File: src/rtl/uart_loader_if.sv
// Bus bundle for uart_loader: UART CSR initiator signals plus the memory write port.
// The loader drives through the master modport; the UART slave and memory sit on the slave modport.
interface uart_loader_if;
    logic        u_stb_o;
    logic        u_we_o;
    logic [31:0] u_adr_o;
    logic [31:0] u_dat_o;
    logic [31:0] u_dat_i;
    logic        u_ack_i;
    logic        m_stb_o;
    logic [31:0] m_adr_o;
    logic [31:0] m_dat_o;
    logic        m_ack_i;

    modport master (
        output u_stb_o, u_we_o, u_adr_o, u_dat_o, m_stb_o, m_adr_o, m_dat_o,
        input  u_dat_i, u_ack_i, m_ack_i
    );

    modport slave (
        input  u_stb_o, u_we_o, u_adr_o, u_dat_o, m_stb_o, m_adr_o, m_dat_o,
        output u_dat_i, u_ack_i, m_ack_i
    );
endinterface

File: src/rtl/uart_loader.sv
// Serial boot loader: polls the UART RX register for a little-endian word-count header
// and payload, writes each word to memory, then returns an 8-bit checksum over UART TX.
module uart_loader #(
    parameter logic [31:0] UART_BASE = 32'h0000_0000,
    parameter logic [31:0] MAX_WORDS = 32'd4096
) (
    input  logic          sys_clk,
    input  logic          sys_rst_n,
    input  logic          start,
    input  logic [31:0]   base_addr,
    uart_loader_if.master bus,
    output logic          busy,
    output logic          done,
    output logic          err
);
    typedef enum logic [2:0] {
        IDLE, RD_REQ, RD_WAIT, MEM_WR, TX_REQ, TX_GAP, FIN
    } state_t;

    state_t      state_reg, state_next;
    logic [31:0] addr_reg, addr_next;
    logic [31:0] asm_reg, asm_next;
    logic [1:0]  byte_idx_reg, byte_idx_next;
    logic [31:0] word_idx_reg, word_idx_next;
    logic [31:0] count_reg, count_next;
    logic [7:0]  csum_reg, csum_next;
    logic        hdr_reg, hdr_next;
    logic        err_reg, err_next;

    logic [7:0]  rx_byte;
    logic        rx_valid;
    logic [31:0] asm_merged;
    logic [31:0] word_idx_inc;
    logic        unused_dat;

    assign rx_byte      = bus.u_dat_i[7:0];
    assign rx_valid     = bus.u_dat_i[8];
    assign word_idx_inc = word_idx_reg + 32'd1;
    assign unused_dat   = ^bus.u_dat_i[31:9];

    // Incoming byte lands in the lane selected by the byte index (lane 0 = bits [7:0]).
    always_comb begin
        asm_merged = asm_reg;
        asm_merged[{byte_idx_reg, 3'b000} +: 8] = rx_byte;
    end

    always_ff @(posedge sys_clk or negedge sys_rst_n) begin
        if (!sys_rst_n) begin
            state_reg    <= IDLE;
            addr_reg     <= '0;
            asm_reg      <= '0;
            byte_idx_reg <= '0;
            word_idx_reg <= '0;
            count_reg    <= '0;
            csum_reg     <= '0;
            hdr_reg      <= 1'b0;
            err_reg      <= 1'b0;
        end else begin
            state_reg    <= state_next;
            addr_reg     <= addr_next;
            asm_reg      <= asm_next;
            byte_idx_reg <= byte_idx_next;
            word_idx_reg <= word_idx_next;
            count_reg    <= count_next;
            csum_reg     <= csum_next;
            hdr_reg      <= hdr_next;
            err_reg      <= err_next;
        end
    end

    always_comb begin
        state_next    = state_reg;
        addr_next     = addr_reg;
        asm_next      = asm_reg;
        byte_idx_next = byte_idx_reg;
        word_idx_next = word_idx_reg;
        count_next    = count_reg;
        csum_next     = csum_reg;
        hdr_next      = hdr_reg;
        err_next      = 1'b0;

        case (state_reg)
            IDLE: begin
                if (start) begin
                    addr_next     = base_addr;
                    byte_idx_next = '0;
                    word_idx_next = '0;
                    csum_next     = '0;
                    hdr_next      = 1'b1;
                    state_next    = RD_REQ;
                end
            end
            RD_REQ: state_next = RD_WAIT;
            RD_WAIT: begin
                state_next = RD_REQ;
                if (rx_valid) begin
                    asm_next      = asm_merged;
                    byte_idx_next = byte_idx_reg + 2'd1;
                    if (hdr_reg) begin
                        // Full 32-bit count comparison so an all-ones header is rejected.
                        if (byte_idx_reg == 2'd3) begin
                            count_next = asm_merged;
                            hdr_next   = 1'b0;
                            if (asm_merged > MAX_WORDS) begin
                                err_next   = 1'b1;
                                state_next = IDLE;
                            end else if (asm_merged == '0) begin
                                state_next = TX_REQ;
                            end
                        end
                    end else begin
                        csum_next = csum_reg + rx_byte;
                        if (byte_idx_reg == 2'd3) begin
                            state_next = MEM_WR;
                        end
                    end
                end
            end
            MEM_WR: begin
                if (bus.m_ack_i) begin
                    addr_next     = addr_reg + 32'd4;
                    word_idx_next = word_idx_inc;
                    state_next    = (word_idx_inc == count_reg) ? TX_REQ : RD_REQ;
                end
            end
            TX_REQ: begin
                if (bus.u_ack_i) begin
                    state_next = TX_GAP;
                end
            end
            TX_GAP:  state_next = FIN;
            FIN:     state_next = IDLE;
            default: state_next = IDLE;
        endcase
    end

    // Outputs decode straight from state so an asynchronous reset clears them at once.
    assign bus.u_stb_o = (state_reg == RD_REQ) || (state_reg == TX_REQ);
    assign bus.u_we_o  = (state_reg == TX_REQ);
    assign bus.u_adr_o = {UART_BASE[31:2], 2'b00};
    assign bus.u_dat_o = (state_reg == TX_REQ) ? {24'h0, csum_reg} : 32'h0;
    assign bus.m_stb_o = (state_reg == MEM_WR);
    assign bus.m_adr_o = (state_reg == MEM_WR) ? addr_reg : 32'h0;
    assign bus.m_dat_o = (state_reg == MEM_WR) ? asm_reg : 32'h0;

    assign busy = (state_reg != IDLE);
    assign done = (state_reg == FIN);
    assign err  = err_reg;
endmodule

File: src/flat_wrapper.sv
// flat-port wrapper written by rule: the top's interface ports become plain ports
module uart_loader_flat 
#(
    parameter logic [31:0] UART_BASE = 32'h0000_0000,
    parameter logic [31:0] MAX_WORDS = 32'd4096
)
  (sys_clk, sys_rst_n, start, base_addr, busy, done, err, bus_u_stb_o, bus_u_we_o, bus_u_adr_o, bus_u_dat_o, bus_m_stb_o, bus_m_adr_o, bus_m_dat_o, bus_u_dat_i, bus_u_ack_i, bus_m_ack_i);
  uart_loader_if bus_i ();
  input  logic sys_clk;
  input  logic sys_rst_n;
  input  logic start;
  input  logic [31:0] base_addr;
  output logic busy;
  output logic done;
  output logic err;
  output wire logic [$bits(bus_i.u_stb_o)-1:0] bus_u_stb_o;
  output wire logic [$bits(bus_i.u_we_o)-1:0] bus_u_we_o;
  output wire logic [$bits(bus_i.u_adr_o)-1:0] bus_u_adr_o;
  output wire logic [$bits(bus_i.u_dat_o)-1:0] bus_u_dat_o;
  output wire logic [$bits(bus_i.m_stb_o)-1:0] bus_m_stb_o;
  output wire logic [$bits(bus_i.m_adr_o)-1:0] bus_m_adr_o;
  output wire logic [$bits(bus_i.m_dat_o)-1:0] bus_m_dat_o;
  input wire logic [$bits(bus_i.u_dat_i)-1:0] bus_u_dat_i;
  input wire logic [$bits(bus_i.u_ack_i)-1:0] bus_u_ack_i;
  input wire logic [$bits(bus_i.m_ack_i)-1:0] bus_m_ack_i;
  assign bus_u_stb_o = bus_i.u_stb_o;
  assign bus_u_we_o = bus_i.u_we_o;
  assign bus_u_adr_o = bus_i.u_adr_o;
  assign bus_u_dat_o = bus_i.u_dat_o;
  assign bus_m_stb_o = bus_i.m_stb_o;
  assign bus_m_adr_o = bus_i.m_adr_o;
  assign bus_m_dat_o = bus_i.m_dat_o;
  assign bus_i.u_dat_i = bus_u_dat_i;
  assign bus_i.u_ack_i = bus_u_ack_i;
  assign bus_i.m_ack_i = bus_m_ack_i;
  uart_loader #(.UART_BASE(UART_BASE), .MAX_WORDS(MAX_WORDS)) u_core (.sys_clk(sys_clk), .sys_rst_n(sys_rst_n), .start(start), .base_addr(base_addr), .bus(bus_i), .busy(busy), .done(done), .err(err));
endmodule
File: config.mk
export PLATFORM = sky130hd
export DESIGN_NAME = uart_loader_flat
export DESIGN_NICKNAME = d
export VERILOG_FILES = /design/src/rtl/uart_loader_if.sv /design/src/rtl/uart_loader.sv /design/src/flat_wrapper.sv
export SDC_FILE = /design/constraint.sdc
export NUM_CORES = 1
export LEC_CHECK = 0
export CORE_MARGIN = 2
export CORE_UTILIZATION = 35
export CTS_BUF_LIST = sky130_fd_sc_hd__clkbuf_8
export CTS_CLUSTER_SIZE = 24
export DETAILED_ROUTE_END_ITERATION = 8
export PLACE_DENSITY_LB_ADDON = 0.08
export SKIP_LAST_GASP = 1
export SLEW_MARGIN = 30
export SYNTH_ARGS = -nofsm -noshare
export SYNTH_HDL_FRONTEND = slang
export SYNTH_SLANG_ARGS = --single-unit
export TNS_END_PERCENT = 50
File: constraint.sdc
create_clock -name sys_clk -period 5.7 [get_ports sys_clk]
set_input_delay 1.14 -clock sys_clk [delete_from_list [all_inputs] [get_ports sys_clk]]
set_output_delay 1.14 -clock sys_clk [all_outputs]
set_load 0.05 [all_outputs]
# == Word-level counts from Yosys, hierarchy flattened ==
# Index checks and enable logic that the tools add are counted.
# classes
n_lt_le_gt_ge,1
n_shift,2
eq_ne,13
add_sub_neg,5
n_mux,38
n_reduce_logical,12
# ops
operator,n
two-way mux 32 bit,6
case mux 32 bit (2 select lines),2
adder 32 x 1 -> 32 bit (second input constant),1
adder 32 x 3 -> 32 bit (second input constant),1
bitwise mux 32 bit,1
equality test 32 bit,1
greater-than comparator 32 x 13 -> 1 bit (second input constant),1
logical NOT 32 bit,1
two-way mux 8 bit,4
variable shift 8 x 7 -> 32 bit (first input constant),1
indexed part select 8 x 7 -> 32 bit,1
two-way mux 3 bit,9
case mux 3 bit (6 select lines),1
case mux 8 bit (2 select lines),1
equality test 3 bit (second input constant),3
two-way mux 1 bit,9
AND reduction 3 bit,3
adder 8 bit,1
AND reduction 4 bit,2
negation 5 -> 7 bit,1
equality test 3 x 2 -> 1 bit (second input constant),2
two-way mux 2 bit,3
!= test 2 bit (second input constant),3
!= test 2 x 1 -> 1 bit (second input constant),2
10 further kinds,11
# totals
in_bits,69
reg_bits,143
elab_cells,80
output_inout_bits,134

# == Longest topological paths before layout ==
# Gate-level depths: netlist of run 1.
# logic_depth
depth_word,10
mapped_depth,12
ltp_nobuf,10

# == Least setup slack after synthesis of run 1 ==
# Ideal clock, no wire load.
# synth_timing
kind,reg-to-output
start,register u_core.state_reg[0]
end,output port bus_m_adr_o[22]
arrival_ps,2815
path_stages_with_launch,10
t_required_ps,4560
path_slack_ps,1745
n_path_buf,5
cell_sequence,dfrtp_1 -> clkbuf_1 -> nand2_1 -> or2_2 -> clkbuf_1 -> inv_1 -> clkbuf_1 -> buf_1 -> clkbuf_1 -> and2_1
# synth_between
elab_chain_len,2
# synth_rtl
element,line_no,text
from (decl),uart_loader.sv:20,"state_t state_reg, state_next;"
from (signal assigned),uart_loader.sv:59,state_reg <= state_next;
equality test 3 x 2 -> 1 bit,n/a,
net bus_m_stb_o,flat_wrapper.sv:20,output wire logic [$bits(bus_i.m_stb_o)-1:0] bus_m_stb_o;
two-way mux 32 bit,uart_loader.sv:143,assign bus.m_adr_o = (state_reg == MEM_WR) ? addr_reg : 32'h0;
to (decl),flat_wrapper.sv:21,output wire logic [$bits(bus_i.m_adr_o)-1:0] bus_m_adr_o;
# The timed path passes the listed nets, and every way through them passes these cells.

# == Worst setup path in the final report of run 1 ==
# layout_timing
start,register u_core.state_reg[0]
end,output port bus_m_dat_o[11]
# layout_between
elab_chain_len,2
# layout_rtl
element,line_no,text
equality test 3 x 2 -> 1 bit,uart_loader.sv:144,assign bus.m_dat_o = (state_reg == MEM_WR) ? asm_reg : 32'h0;
two-way mux 32 bit,uart_loader.sv:144,
to (decl),flat_wrapper.sv:22,output wire logic [$bits(bus_i.m_dat_o)-1:0] bus_m_dat_o;
# No other way between the ends.

==> flow_metrics.env, run 1 <==
export IMPL_critPathMaxStageDelay_ns=0.81
export IMPL_yosysMostFrequentCell="dfrtp_1"
export IMPL_drt_iter0_drc=682
export IMPL_synth_warnings=0
export IMPL_track_usage=0.204
export IMPL_place_gp_congestion=0.846
export IMPL_syn_instance_count=1152
export IMPL_cts_buffers=17
export IMPL_antenna_found_initial=0
export IMPL_seq_area_mm2=0.00358
export IMPL_firstDrtPassIters=5
export IMPL_hold_class="register to register"
export IMPL_drive_above_1_share=0.0551
export IMPL_critPathLaunchType="register"
export IMPL_pwr_density_cell_mw_per_mm2=420
export IMPL_multi_input_area_mm2=0.00523
export IMPL_avgSynthCellArea_um2=8.23
export IMPL_dpl_instance_area_mm2=0.0107
export IMPL_leakage_nw=4.68
export IMPL_p_total_w=0.00467
export IMPL_cts_root_buf="clkbuf_8"
export IMPL_fin_hold_ws_ns=0.504
export IMPL_synth_cell_types=72
export IMPL_dieArea_mm2=0.0284
export IMPL_vias=8427
export IMPL_start_util=0.354
export IMPL_synthArstFlopShare=1.00
export IMPL_grt_first_pass_wirelength_um=45900
export IMPL_coreArea_mm2=0.0268
export IMPL_fill_cells=2748
export IMPL_ant_nets=0
export IMPL_required_ns=4.56
export IMPL_drc=0
export IMPL_slowest_stage="clkdlybuf4s50_1"
export IMPL_yosysSeqAreaShare=0.378
export IMPL_synthTopCellsByCount="dfrtp_1, nand2_1, a21oi_1"
export IMPL_clkLatencyLatePin_ns=0.46
export IMPL_clockBufferDepth=2
export IMPL_cts_setup_buffers=0
export IMPL_hold_viol=0
export IMPL_clkTransAtPathRegs_ns=0.08
export IMPL_diodes=0
export IMPL_grt_pass1_vias=7939
export IMPL_synth_top_area_frac=0.378
export IMPL_std_cell_rows=60
export IMPL_fmax_mhz=238
export IMPL_syn2layout_area_growth_pct=17.2
export IMPL_numPortBuffers=123
export IMPL_post_dp_hpwl_um=20300
export IMPL_criticalPathCategory="register to output port"
export IMPL_fin_crit_sh=0.737
export IMPL_worst_pin_slew_ns=0.852
export IMPL_final_max_slew_viol_count=0
export IMPL_path_cells="nand2_1, or2_2, clkinv_2, buf_4, and2_1, clkdlybuf4s50_1"
export IMPL_grt_ovfl_total=0
export IMPL_slew_headroom=0.432
export IMPL_fin_worst_skew_ns=0.0191
export IMPL_path_delay_family="buffers and inverters"
export IMPL_tns_ns=0
export IMPL_cp_max_fo=35
export IMPL_synthesis_area_mm2=0.00948
export IMPL_ioPinCount=203
export IMPL_wl_per_cell_um=18.3
export IMPL_rsz0062_at_grt="no"
export IMPL_setup_violations=0
export IMPL_die_w_um=169
export IMPL_status="completed"
export IMPL_cp_num_buf_inv=3
export IMPL_die_y_um=169
export IMPL_cts_resized=0
export IMPL_drv_cap=0
export IMPL_synth_top_cell_by_area="dfrtp_1"
export IMPL_min_period_ns=4.20
export IMPL_grt_start_max_net_pins=104
export IMPL_cts_hold_buf=0
export IMPL_ir_drop_v=0.000186
export IMPL_via_per_inst=5.35
export IMPL_crit_path_end_kind="output port"
export IMPL_cts_tree="done"
export IMPL_finalInstanceArea_mm2=0.0111
export IMPL_ys_flop_type="dfrtp_1"
export IMPL_synth_area_leaders="dfrtp_1, a21oi_1, o21ai_0"
export IMPL_ys_seq_elements=143
export IMPL_cts_max_level=4
export IMPL_final_util=0.415
export IMPL_arrival_ns=3.06
export IMPL_clock_sinks=143
export IMPL_synth_edf_count=0
export IMPL_routed_wl_um=28900
export IMPL_num_nets_final=1307
## area by class of cell
| cell class | instances | area share |
|---|---|---|
| multi-input cells | 892 | 0.470 |
| flip-flops and latches | 143 | 0.322 |
| repair buffers | 135 | 0.120 |
| well taps | 341 | 0.0384 |
| clock buffers | 18 | 0.0223 |
| clock inverters | 14 | 0.0153 |
| inverters | 33 | 0.0113 |
## worst reg2reg max path, cell delays in order (launching register included)
cell and delay (ns):
dfrtp_1 0.47, ha_1 0.29, and3_1 0.40, nand4_1 0.32, or4_1 0.62, nor3_1 0.19
a31oi_1 0.09, a2111oi_2 0.50, nand4_1 0.16, a21o_1 0.20
## layer usage
| metal | vias up | share of wire | track usage |
|---|---|---|---|
| met5 | - | 0 | 0 |
| met1 | 4027 | 0.48 | 0.292 |
| met3 | 29 | 0.046 | 0.0292 |
| met2 | 258 | 0.46 | 0.322 |
| met4 | 0 | 0.016 | 0.0596 |
| li1 | 4113 | - | - |
## cells in the final DEF (no fill, tap or decap), drive strengths merged, types with 26 or more instances in the layout
cell type,synthesis,layout
dfrtp,143,143
nand2,126,126
clkdlybuf4s50,0,122
a21oi,108,108
o21ai,101,101
and2,66,66
nor2,61,61
conb,1,56
inv,33,40
a22o,35,35
nand3,34,34
xnor2,33,33
nor2b,26,26
## metrics by stage
step,instances,setup WS (ns)
after floorplan,1207,1.75
after global placement,1544,1.87
after detailed placement,1544,1.88
after CTS,1576,1.45
after global routing,1576,1.32
final,1576,1.50
## cell families after synthesis
| family | Yosys count | synth area share |
|---|---|---|
| mux | 4 | 0.00462 |
| buf+inv | 172 | 0.0936 |
| other cells | 1 | 0.000396 |
| xor+xnor | 47 | 0.0434 |
| compound gates | 338 | 0.220 |
| flops | 143 | 0.378 |
| simple gates | 431 | 0.239 |
| fa+ha+maj | 16 | 0.0219 |
## worst paths after layout
kind / from / end / slack (ns) / cells past startpoint
setup / recovery: u_core.state_reg[0] / bus_m_dat_o[11] / 1.50 / 6
hold / removal: u_core.word_idx_reg[31] / u_core.word_idx_reg[31] / 0.50 / 1
setup reg to reg: u_core.word_idx_reg[0] / u_core.state_reg[0] / 2.35 / 9
hold reg to reg: u_core.word_idx_reg[31] / u_core.word_idx_reg[31] / 0.50 / 1
max in group asynchronous: sys_rst_n / u_core.word_idx_reg[27] / 3.80 / 2
min in group asynchronous: sys_rst_n / u_core.word_idx_reg[5] / 0.78 / 1
## where the power goes
part	switching [W]	leakage (nW)	internal [W]
Sequential	0.000275	1.86	0.00125
Combinational	0.00149	2.61	0.000781
Clock	0.000459	0.207	0.000418
Total	0.00222	4.68	0.00245
No activity file was read; power rests on OpenSTA's default activity.
==> inputs of run 2 (changes only) <==
- clock period: 5.7 -> 4.09 ns (I/O delays scaled with it)
==> run 2 against run 1 <==
  * Sequential power rose by 39%
  * Critical path depth shrank 2
  * Global-route usage increased by 0.17 points
  * Sequential share of layout area up 0.17 points
  * Register-to-register slack got worse by 1.6 ns
  * First-iteration DRC count increased by 7.0%
  * Clock skew rose by 0.0012 ns
  * Count of clock-buffer cells in the layout is the same
  * Die area unchanged
  * Largest cell class unchanged
  * Highest routed layer unchanged
==> flow_metrics.env, run 2 (synthesis gave the netlist of run 1 again) <==
export IMPL_ir_drop_v=0.000273
export IMPL_grt_pass1_vias=8025
export IMPL_leakage_nw=4.86
export IMPL_layout_common_cells="dfrtp_1, nand2_1, a21oi_1"
export IMPL_num_nets_final=1319
export IMPL_ioPinCount=203
export IMPL_drc=0
export IMPL_cp_num_buf_inv=1
export IMPL_fmax_mhz=282
export IMPL_fill_cells=2737
export IMPL_numPortBuffers=123
export IMPL_criticalPathCategory="register to output port"
export IMPL_drv_cap=0
export IMPL_antenna_found_initial=0
export IMPL_slew_headroom=0.456
export IMPL_clockBufferDepth=2
export IMPL_grt_first_pass_wirelength_um=46100
export IMPL_dpl_instance_area_mm2=0.0106
export IMPL_wl_per_cell_um=18.4
export IMPL_worst_pin_slew_ns=0.810
export IMPL_tns_ns=0
export IMPL_syn2layout_area_growth_pct=16.6
export IMPL_hold_class="primary input to asynchronous set/reset pin"
export IMPL_fin_crit_sh=0.867
export IMPL_cts_max_level=4
export IMPL_switching_share=0.477
export IMPL_drive_above_1_share=0.111
export IMPL_path_cells="nand2_1, or2_2, nor2_1, clkdlybuf4s50_1"
export IMPL_final_common_cell="dfrtp_1"
export IMPL_required_ns=3.27
export IMPL_dieArea_mm2=0.0284
export IMPL_critPathMaxStageDelay_ns=0.85
export IMPL_power_frac_comb=0.487
export IMPL_cts_root_buf="clkbuf_8"
export IMPL_vias=8536
export IMPL_hold_viol=0
export IMPL_clkLatencyLatePin_ns=0.46
export IMPL_diodes=0
export IMPL_use_met3=0.0337
export IMPL_arrival_ns=2.73
export IMPL_final_max_slew_viol_count=0
export IMPL_min_period_ns=3.55
export IMPL_switchingPower_w=0.00308
export IMPL_drt_iter0_drc=730
export IMPL_via_per_inst=5.38
export IMPL_power_frac_seq=0.328
export IMPL_cts_tree="done"
export IMPL_grt_met2_usage=0.324
export IMPL_post_dp_hpwl_um=21100
export IMPL_pwr_density_cell_mw_per_mm2=584
export IMPL_critPathLaunchType="register"
export IMPL_firstDrtPassIters=5
export IMPL_cts_buffers=17
export IMPL_grt_start_max_net_pins=108
export IMPL_clkTransAtPathRegs_ns=0.09
export IMPL_cts_setup_buffers=0
export IMPL_routed_wl_um=29300
export IMPL_finalInstanceArea_mm2=0.0111
export IMPL_clock_sinks=143
export IMPL_coreArea_mm2=0.0268
export IMPL_ant_nets=0
export IMPL_crit_path_end_kind="output port"
export IMPL_internal_power_w=0.00338
export IMPL_dpl_worst_slack_ns=0.765
export IMPL_track_usage=0.206
export IMPL_grt_ovfl_total=0
export IMPL_crit_path_start="u_core.state_reg[0]"
export IMPL_die_w_um=169
export IMPL_cts_resized=0
export IMPL_path_delay_family="simple AND/OR/NAND/NOR gates"
export IMPL_place_gp_congestion=0.875
export IMPL_setup_ws_ns=0.542
export IMPL_top_usage_layer="met2"
export IMPL_grt_util_met1=0.293
export IMPL_rsz0062_at_grt="no"
export IMPL_cts_hold_buf=0
export IMPL_start_util=0.354
export IMPL_cp_max_fo=18
export IMPL_status="completed"
export IMPL_std_cell_rows=60
export IMPL_fin_worst_skew_ns=0.0203
export IMPL_power_frac_clock=0.184
export IMPL_r2r_start="u_core.word_idx_reg[0]"
export IMPL_setup_violations=0
export IMPL_die_y_um=169
export IMPL_slowest_stage="clkdlybuf4s50_1"
run 2: changes by cell type in the layout (fill, tap and decap cells not counted):
| cell | before | now |
|---|---|---|
| clkdlybuf4s50_1 | 122 | 61 |
| buf_12 | 1 | 3 |
| buf_4 | 11 | 82 |
| inv_6 | 5 | 4 |
| inv_8 | 3 | 1 |
| clkbuf_8 | 19 | 18 |
| nor3_2 | 1 | 0 |
| clkinv_2 | 1 | 2 |
| inv_1 | 32 | 33 |
| clkinv_4 | 2 | 3 |
| nor3_1 | 22 | 23 |
| buf_6 | 0 | 1 |
run 2: final cells by class:
cell class | instances | area [um2] | share of cell area
multi-input cells | 892 | 5220 | 0.472
flip-flops and latches | 143 | 3580 | 0.324
repair buffers | 147 | 1300 | 0.117
well taps | 341 | 427 | 0.0386
clock buffers | 18 | 248 | 0.0224
clock inverters | 14 | 156 | 0.0142
inverters | 33 | 125 | 0.0113
run 2: worst register-to-register path: stages (launching register included):
cell	delay, ns
dfrtp_1	0.45
ha_1	0.29
and3_1	0.39
nand4_1	0.32
or4_1	0.63
nor3_1	0.20
a31oi_1	0.09
a2111oi_2	0.51
nand4_1	0.17
a21o_1	0.20
run 2: through the flow:
stage | std cells | utilization | hold slack [ns] | power, W
after floorplan | 1207 | - | 0.456 | 0.00437
after CTS | 1588 | 0.412 | 0.353 | 0.00651
after global routing | 1588 | 0.412 | 0.364 | 0.00692
after detailed placement | 1556 | 0.397 | 0.489 | 0.00530
after global placement | 1556 | 0.397 | 0.482 | 0.00528
final | 1588 | 0.412 | 0.342 | 0.00646
run 2: power by group through the flow:
stage | Clock (W) | Sequential, W | Combinational, W
2_1_floorplan | 0 | 0.00198 | 0.00239
3_3_place_gp | 0 | 0.00214 | 0.00314
3_5_place_dp | 0 | 0.00214 | 0.00316
4_1_cts | 0.00122 | 0.00212 | 0.00317
5_1_grt | 0.00128 | 0.00219 | 0.00346
6_report | 0.00119 | 0.00212 | 0.00315
run 2: layer usage:
metal / up-vias / wire [um] / part of all wire
met3: 32 / 1170 / 0.040
met5: - / 0 / 0
met2: 239 / 13400 / 0.46
li1: 4150 / - / -
met1: 4115 / 14200 / 0.48
met4: 0 / 534 / 0.018
run 2: path summary, 6_finish.rpt:
| kind | end | slack [ns] | cells after the start |
|---|---|---|---|
| min in group sys_clk | u_core.addr_reg[1] | 0.50 | 1 |
| worst max-delay path | bus_m_dat_o[12] | 0.54 | 4 |
| worst max register to register | u_core.state_reg[0] | 0.75 | 9 |
| worst min-delay path | u_core.word_idx_reg[4] | 0.34 | 1 |
| max in group asynchronous | u_core.asm_reg[27] | 2.86 | 2 |
| worst min register to register | u_core.addr_reg[1] | 0.50 | 1 |
==> inputs of run 3 (changes only) <==
- CAP_MARGIN: not set -> 20
- PLACE_DENSITY_LB_ADDON: 0.08 -> not set
==> run 3 against run 2 <==
  * Wire length down 5.5%
  * Critical path depth unchanged
  * Combinational power about the same
  * Clock power about the same
  * Die area unchanged
  * Sequential power about the same
  * Sequential share of layout area up 0.055 points
  * Hold slack worse by 0.011 ns
  * Register-to-register slack better by 0.08 ns
  * Largest power group unchanged
==> flow_metrics.env, run 3 (synthesis gave the netlist of run 1 again) <==
export IMPL_status="completed"
export IMPL_clkTransAtPathRegs_ns=0.10
export IMPL_firstDrtPassIters=5
export IMPL_hold_class="primary input to asynchronous set/reset pin"
export IMPL_start_util=0.354
export IMPL_fin_worst_skew_ns=0.0186
export IMPL_cts_tree="done"
export IMPL_leakage_nw=4.86
export IMPL_drc=0
export IMPL_tns_ns=0
export IMPL_std_cell_rows=60
export IMPL_critPathMaxStageDelay_ns=0.85
export IMPL_dieArea_mm2=0.0284
export IMPL_path_cells="nand2_1, or2_2, nor2_1, clkdlybuf4s50_1"
export IMPL_p_total_w=0.00639
export IMPL_syn2layout_area_growth_pct=16.4
export IMPL_crit_path_end_kind="output port"
export IMPL_r2r_start="u_core.word_idx_reg[0]"
export IMPL_diodes=0
export IMPL_layout_common_cells="dfrtp_1, nand2_1, a21oi_1"
export IMPL_place_gp_congestion=0.906
export IMPL_grt_first_pass_wirelength_um=44400
export IMPL_arrival_ns=2.74
export IMPL_crit_path_start="u_core.state_reg[0]"
export IMPL_fill_cells=2759
export IMPL_routed_wl_um=27600
export IMPL_ioPinCount=203
export IMPL_worst_r2r_path_depth=9
export IMPL_min_period_ns=3.56
export IMPL_worst_pin_slew_ns=0.883
export IMPL_final_max_slew_viol_count=0
export IMPL_cts_setup_buffers=0
export IMPL_track_usage=0.196
export IMPL_final_common_cell="dfrtp_1"
export IMPL_fin_crit_sh=0.871
export IMPL_wl_per_cell_um=17.4
export IMPL_grt_pass1_vias=7974
export IMPL_cts_max_level=4
export IMPL_die_w_um=169
export IMPL_ant_nets=0
export IMPL_clockBufferDepth=2
export IMPL_coreArea_mm2=0.0268
export IMPL_rsz0062_at_grt="no"
export IMPL_cts_buffers=17
export IMPL_slew_headroom=0.411
export IMPL_vias=8505
export IMPL_numPortBuffers=123
export IMPL_drv_cap=0
export IMPL_clkLatencyLatePin_ns=0.46
export IMPL_antenna_found_initial=0
export IMPL_post_dp_hpwl_um=19900
export IMPL_criticalPathCategory="register to output port"
export IMPL_cp_max_fo=15
export IMPL_cts_resized=0
export IMPL_cts_hold_buf=0
export IMPL_critPathLaunchType="register"
export IMPL_setup_violations=0
export IMPL_hold_viol=0
export IMPL_die_y_um=169
export IMPL_clock_sinks=143
export IMPL_fmax_mhz=281
export IMPL_via_per_inst=5.35
export IMPL_grt_ovfl_total=0
export IMPL_num_nets_final=1321
export IMPL_cts_root_buf="clkbuf_8"
export IMPL_grt_start_max_net_pins=75
export IMPL_drive_above_1_share=0.114
export IMPL_drt_iter0_drc=631
export IMPL_ir_drop_v=0.000306
export IMPL_pwr_density_cell_mw_per_mm2=579
export IMPL_slowest_stage="clkdlybuf4s50_1"
export IMPL_required_ns=3.27
[run 3: worst paths after layout]
path	slack, ns	end
setup / recovery	0.53	bus_m_dat_o[12]
hold / removal	0.33	u_core.csum_reg[0]
setup reg to reg	0.83	u_core.state_reg[0]
hold reg to reg	0.50	u_core.addr_reg[0]
max in group asynchronous	2.84	u_core.byte_idx_reg[0]
min in group sys_clk	0.50	u_core.addr_reg[0]
[run 3: layout make-up]
type | instances | area (um2) | share of cell area
multi-input combinational | 892 | 5220 | 0.473
sequential | 143 | 3580 | 0.324
timing repair buffer | 149 | 1290 | 0.117
tap | 341 | 427 | 0.0387
clock buffer | 18 | 248 | 0.0225
clock inverter | 14 | 148 | 0.0134
inverter | 33 | 125 | 0.0113
[run 3: through the flow]
step / instance area [um2] / hold slack (ns) / worst slack (ns) / utilization / std cells
6_report: 11000 / 0.331 / 0.528 / 0.412 / 1590
3_5_place_dp: 10600 / 0.486 / 0.687 / 0.397 / 1558
2_1_floorplan: 9690 / 0.456 / 0.457 / - / 1207
3_3_place_gp: 10600 / 0.480 / 0.721 / 0.397 / 1558
5_1_grt: 11000 / 0.376 / 0.380 / 0.412 / 1590
4_1_cts: 11000 / 0.364 / 0.445 / 0.412 / 1590
[run 3: critical path, delay by kind of cell (launching register included)]
| kind | cells | cell delay, ns |
|---|---|---|
| buf+inv | 1 | 0.85 |
| simple gates | 3 | 0.89 |
| flops | 1 | 0.55 |
[run 3: where the power goes]
group          switching [W]  internal [W]  total [W]
registers           0.000364       0.00174    0.00210
clock network       0.000639      0.000520    0.00116
logic                0.00207       0.00106    0.00313
[run 3: layer usage]
layer	global-route usage	vias to the layer above	wire length [um]
met3	0.0323	44	1490
met1	0.276	4044	12900
li1	-	4149	-
met4	0.0626	0	641
met5	0	-	0
met2	0.308	268	12600
